==> config.mk <==
export PLATFORM = sky130hd
export DESIGN_NAME = decode_pipe
export DESIGN_NICKNAME = d
export VERILOG_FILES = /design/src/rtl/decode_pipe.sv
export SDC_FILE = /design/constraint.sdc
export NUM_CORES = 2
export LEC_CHECK = 0
export CAP_MARGIN = 30
export CORE_UTILIZATION = 62
export CTS_BUF_LIST = sky130_fd_sc_hd__clkbuf_16
export DETAILED_ROUTE_END_ITERATION = 10
export PLACE_DENSITY = 0.85
export SLEW_MARGIN = 20
export SYNTH_ARGS = -nofsm -noshare
export SYNTH_HDL_FRONTEND = slang
export SYNTH_SLANG_ARGS = --single-unit
export TNS_END_PERCENT = 30
==> constraint.sdc <==
create_clock -name clk -period 2.3 [get_ports clk]
set_input_delay 0.23 -clock clk [delete_from_list [all_inputs] [get_ports clk]]
set_output_delay 0.23 -clock clk [all_outputs]
set_load 0.01 [all_outputs]
==> src/rtl/decode_pipe.sv <==
// decode_pipe: instruction decode stage with register file and load-use stall.
// Optional DECODE_WB_BYPASS_EN forwards a same-cycle writeback to operand reads.
module decode_pipe #(
  parameter int INST_MEM_WIDTH = 2,
  parameter int CNT_WIDTH      = 16
) (
  input  logic                      clk,
  input  logic                      reset,
  input  logic                      in_valid,
  output logic                      in_ready,
  input  logic [31:0]               inst,
  input  logic [INST_MEM_WIDTH-1:0] pc,
  input  logic [INST_MEM_WIDTH-1:0] pc1,
  input  logic                      flush,
  input  logic                      wb_en,
  input  logic [4:0]                wb_addr,
  input  logic [31:0]               wb_data,
  output logic                      out_valid,
  input  logic                      out_ready,
  output logic [31:0]               op1,
  output logic [31:0]               op2,
  output logic [4:0]                rt,
  output logic [4:0]                rd,
  output logic [4:0]                sa,
  output logic [15:0]               immediate,
  output logic [25:0]               inst_index,
  output logic [INST_MEM_WIDTH-1:0] pc_next,
  output logic [INST_MEM_WIDTH-1:0] pc1_next,
  output logic                      RegWrite,
  output logic [1:0]                MemtoReg,
  output logic [1:0]                ALUSrcs,
  output logic                      ALUSrcs2,
  output logic [3:0]                ALUOp,
  output logic [1:0]                RegDist,
  output logic [1:0]                Branch,
  output logic                      MemWrite,
  output logic                      MemRead,
  output logic                      UARTtoReg,
  output logic                      RegtoUART,
  output logic [CNT_WIDTH-1:0]      stall_count
);

  // {RegWrite, MemtoReg, ALUSrcs, ALUSrcs2, ALUOp, RegDist,
  //  Branch, MemWrite, MemRead, UARTtoReg, RegtoUART}
  localparam logic [17:0] C_RTYPE = 18'b1_00_00_0_0010_01_00_0_0_0_0;
  localparam logic [17:0] C_SHIFT = 18'b1_00_01_0_0010_01_00_0_0_0_0;
  localparam logic [17:0] C_ADDI  = 18'b1_00_00_1_0000_00_00_0_0_0_0;
  localparam logic [17:0] C_ANDI  = 18'b1_00_00_1_0011_00_00_0_0_0_0;
  localparam logic [17:0] C_ORI   = 18'b1_00_00_1_0100_00_00_0_0_0_0;
  localparam logic [17:0] C_LW    = 18'b1_01_00_1_0000_00_00_0_1_0_0;
  localparam logic [17:0] C_SW    = 18'b0_00_00_1_0000_00_00_1_0_0_0;
  localparam logic [17:0] C_BEQ   = 18'b0_00_00_0_0001_00_01_0_0_0_0;
  localparam logic [17:0] C_BNE   = 18'b0_00_00_0_0001_00_10_0_0_0_0;
  localparam logic [17:0] C_J     = 18'b0_00_00_0_0000_00_11_0_0_0_0;
  localparam logic [17:0] C_JAL   = 18'b1_10_10_0_0000_10_11_0_0_0_0;
  localparam logic [17:0] C_UIN   = 18'b1_11_00_0_0000_00_00_0_0_1_0;
  localparam logic [17:0] C_UOUT  = 18'b0_00_00_0_0000_00_00_0_0_0_1;

  logic [5:0]  opcode;
  logic [5:0]  funct;
  logic [4:0]  rs_a;
  logic [4:0]  rt_a;
  logic [31:0] rf [32];
  logic [31:0] rs_val;
  logic [31:0] rt_val;
  logic [17:0] dec;
  logic [17:0] ctrl_q;
  logic        hazard;
  logic        accept;

  assign opcode = inst[31:26];
  assign rs_a   = inst[25:21];
  assign rt_a   = inst[20:16];
  assign funct  = inst[5:0];

  always_comb begin
    rs_val = (rs_a == 5'd0) ? 32'd0 : rf[rs_a];
    rt_val = (rt_a == 5'd0) ? 32'd0 : rf[rt_a];
`ifdef DECODE_WB_BYPASS_EN
    if (wb_en && wb_addr != 5'd0 && wb_addr == rs_a)
      rs_val = wb_data;
    if (wb_en && wb_addr != 5'd0 && wb_addr == rt_a)
      rt_val = wb_data;
`endif
  end

  always_comb begin
    dec = '0;
    unique case (opcode)
      6'h00: begin
        if (funct == 6'h00 || funct == 6'h02 || funct == 6'h03)
          dec = C_SHIFT;
        else
          dec = C_RTYPE;
      end
      6'h08:   dec = C_ADDI;
      6'h0c:   dec = C_ANDI;
      6'h0d:   dec = C_ORI;
      6'h23:   dec = C_LW;
      6'h2b:   dec = C_SW;
      6'h04:   dec = C_BEQ;
      6'h05:   dec = C_BNE;
      6'h02:   dec = C_J;
      6'h03:   dec = C_JAL;
      6'h3e:   dec = C_UIN;
      6'h3f:   dec = C_UOUT;
      default: dec = '0;
    endcase
  end

  assign {RegWrite, MemtoReg, ALUSrcs, ALUSrcs2, ALUOp, RegDist,
          Branch, MemWrite, MemRead, UARTtoReg, RegtoUART} = ctrl_q;

  // Held load whose destination feeds the incoming instruction.
  assign hazard = in_valid && out_valid && MemRead && rt != 5'd0 &&
                  (rt == rs_a || rt == rt_a);

  assign in_ready = !reset &&
                    (flush || ((!out_valid || out_ready) && !hazard));
  assign accept   = in_valid && in_ready;

  always_ff @(posedge clk) begin
    if (reset) begin
      for (int i = 0; i < 32; i++)
        rf[i] <= '0;
      out_valid   <= 1'b0;
      op1         <= '0;
      op2         <= '0;
      rt          <= '0;
      rd          <= '0;
      sa          <= '0;
      immediate   <= '0;
      inst_index  <= '0;
      pc_next     <= '0;
      pc1_next    <= '0;
      ctrl_q      <= '0;
      stall_count <= '0;
    end else begin
      if (wb_en && wb_addr != 5'd0)
        rf[wb_addr] <= wb_data;
      if (flush) begin
        out_valid <= 1'b0;
      end else if (accept) begin
        out_valid  <= 1'b1;
        op1        <= rs_val;
        op2        <= rt_val;
        rt         <= rt_a;
        rd         <= inst[15:11];
        sa         <= inst[10:6];
        immediate  <= inst[15:0];
        inst_index <= inst[25:0];
        pc_next    <= pc;
        pc1_next   <= pc1;
        ctrl_q     <= dec;
      end else if (hazard && out_ready) begin
        out_valid <= 1'b0;
        if (stall_count != '1)
          stall_count <= stall_count + CNT_WIDTH'(1);
      end else if (out_ready) begin
        out_valid <= 1'b0;
      end
    end
  end

endmodule

==> flow_summary.ini <==
[run_status]
outcome = complete, but fails checks
failed_checks = setup timing

[global_routing]
antenna_found_initial = 4
grt_pass1_vias = 43220
grt_max_degree = 62
grt_use_total = 0.404
overflow = 0
grt_pass1_wl_microns = 285000

[cells_and_area]
final_common_cell = edfxtp_1
final_layout_size_suffix_gt1_frac = 0.217
n_fill_cell = 5675
area_delta_synth_final_pct = 19.3
nets = 4975
final_cell_mix = edfxtp_1 (1024), and2_1 (998), mux2i_1 (421)
finalNonFillerCells = 6262
fin_util = 0.746

[critical_path]
r2r_slack_ns = -0.05
cp_max_fo = 5
worstReg2RegStart = rt[2]
start_kind = flop
cp.arrival_ns = 2.20
endpoint_kind = primary output
crit_family = flip-flops
crit_slowest_cell = dfxtp_2
critPathKind = flop to primary output
max_stage_delay_ns = 0.36
ff2ff_path_depth = 8
timing.rr.end = op1[29]
cp_num_buf_inv = 2
worstPathCellList = xnor2_1 > nand3_1 > buf_4 > o22ai_4 > nand2_2 > a21oi_2 > nor2_1 > buf_2
required_ns = 2.07

[yosys]
yosysSeqAreaShare = 0.560
synth.ff_latch_count = 1151
synth_top_area_share = 0.518
avgSynthCellArea_sq_um = 13.2
ys.flop_type = edfxtp_1
synth_cell_types = 58
synthTopCellsByArea = edfxtp_1 (52%), mux4_2 (11%), and2_1 (11%)
yosysTopAreaCell = edfxtp_1
synth_area_sq_um = 59400
syn_inst = 4488
synth_warnings = 0
synth-async-reset-ratio = 0
synth-edff-count = 1024

[sta]
max_freq_ghz = 0.411
setup_viol = 17
slew_headroom = 0.448
skew_ns = 0.0185
worst_slew_pin_slew_ns = 0.828
rsz0062_at_grt = true
finalHoldViolCount = 0
layout_setup_ws_ns = -0.133
drv_slew = 0
finalCriticalPeriod_ns = 2.43
fin_crit_sh = 1.06

[run]
maxCapViolations = 0

[worst_hold_path]
worst_hold_path.endpoint = inst_index[20]
hold_start = inst[20]
worstHoldPathType = input pin to flop
min_path_cells = 4

[placement]
placedCellCount = 6029
portBuffers = 238
hpwl_microns = 134000
dp_worst_setup_slack_ns = -0.0456
gp_congestion = 1.02

[routing]
vias_per_cell = 7.01
dr.pass1.iters = 6
routedWlPerCell_microns = 31.9
drtIter0Drc = 7061
vias = 43926
drcViolationCount = 0
drt-total-wl_microns = 200000
drt.antenna.violating_nets = 0

[power_and_ir_drop]
power_density_nw_per_um2 = 714
swShare = 0.250
peakVddDrop_v = 0.000734
pwr-share-seq = 0.487
power_w = 0.0506
intPower_w = 0.0379
p_clk_frac = 0.385
p_leak_nw = 26.2
switching_power_w = 0.0126
combinationalPowerShare = 0.128

[cts]
clk_latency_ns = 0.70
cts_sinks = 1151
ctsHtreeMaxLevel = 3
cts_root_buffer = clkbuf_16
clk_pin_slew_ns = 0.06
cts_buffers = 115
cts_tree = yes
cts_buffer_depth = 3

[floorplan]
initial_core_util = 0.625
die_y_microns = 312
dieArea_sq_um = 97000
io_pins = 240
die_w_microns = 312
core_area_sq_um = 95000
num_rows = 113
==> layer usage <==
layer,GRT usage,routed length (microns),vias up
li1,-,-,17566
met1,0.506,64900,21336
met2,0.628,90700,4149
met3,0.0906,27300,875
met4,0.285,16800,0
met5,0,0,-
==> flip-flops by register name, summed over array words and instances (netlist names) <==
register	count
rf	1024
op1	32
op2	32
ctrl_q	16
stall_count	16
immediate	7
inst_index	7
rd	4
rt	4
sa	4
pc1_next	2
pc_next	2
out_valid	1
==> per-stage QoR <==
stage	cell area (sq um)	hold WS (ns)	setup TNS, ns
finish	70900	0.0202	-0.453
global route	70900	0.0539	-1.87
CTS	70600	0.0101	-0.131
detailed placement	66700	0.448	-0.594
global placement	66700	0.440	-4.34
floorplan	59500	0.331	0
==> power groups by stage <==
stage	Combinational (W)	Clock (W)	Sequential [W]
2_1_floorplan	0.00336	0	0.0247
3_3_place_gp	0.00604	0	0.0249
3_5_place_dp	0.00616	0	0.0250
4_1_cts	0.00623	0.0194	0.0246
5_1_grt	0.00662	0.0201	0.0247
6_report	0.00648	0.0194	0.0246
==> tightest hold or removal path, delay by kind of cell <==
family	cells	cell delay (ns)
buffers and inverters	2	0.34
AOI/OAI and AO/OA	1	0.05
and+or+nand+nor	1	0.06
==> cells by family after synthesis <==
logic type / after synthesis / share of synthesized area
compound gates: 533 / 0.0634
xor+xnor: 18 / 0.00265
fa+ha+maj: 1 / 0.000211
buf+inv: 480 / 0.0366
flops: 1151 / 0.560
mux: 731 / 0.187
other cells: 1 / 0.0000631
simple gates: 1573 / 0.150
==> how the worst max path moves through the flow <==
stage | startpoint | endpoint | slack [ns] | depth (start not counted)
floorplan | stall_count[0] | stall_count[15] | 0.22 | 7
global placement | rt[0] | op1[9] | -0.16 | 5
detailed placement | inst[22] | op1[29] | -0.05 | 8
CTS | rt[2] | in_ready | -0.13 | 6
global route | rt[3] | in_ready | -0.21 | 8
finish | rt[3] | in_ready | -0.13 | 8
==> cells in the mapped netlist, types with 2 or more instances <==
master    number
and3_2         2
nand3b_1      12
a221oi_1      19
a22oi_1       98
clkbuf_1     279
or3_1         11
buf_1         12
xnor2_1       13
mux2_2        10
and2_1       998
inv_1          6
or3b_2         2
nand4_1       10
buf_4         53
nor2b_1       32
nand4b_1       2
nor2_2         3
nor2_1       129
nand3_1       86
buf_6          2
and3_1         2
mux2i_1      421
buf_2        128
o221ai_1      51
nand2b_1       9
a22o_1        23
and3_4         2
and2_0         2
or2_2         33
nand2_1      217
o31ai_1        9
nor4_1         4
or4_1          3
mux4_2       300
nor3_1        10
o22ai_1       70
a21oi_1      158
dfxtp_1      127
xor2_1         5
a32o_1        41
edfxtp_1    1024
o21ai_0        9
a211oi_1      46
==> cell type report <==
class	count	area, sq um	area share
repair buffers	732	7820	0.110
inverters	6	22.5	0.000318
well taps	1265	1580	0.0223
flip-flops and latches	1151	33300	0.470
clock buffers	117	2930	0.0413
clock inverters	100	931	0.0131
diodes	2	5.00	0.0000706
multi-input cells	2889	24300	0.343
==> what timing repair did <==
action / 4_1_cts / 5_1_grt
pin swaps: 6 / 12
resized for setup: 10 / 21
cloned: 0 / 3
setup endpoints to repair: 1 / 75
hold endpoints to repair: 4 / 0
hold buffers: 4 / 0
buffers inserted: 4 / 3
Power figures use the tool's default switching activity.
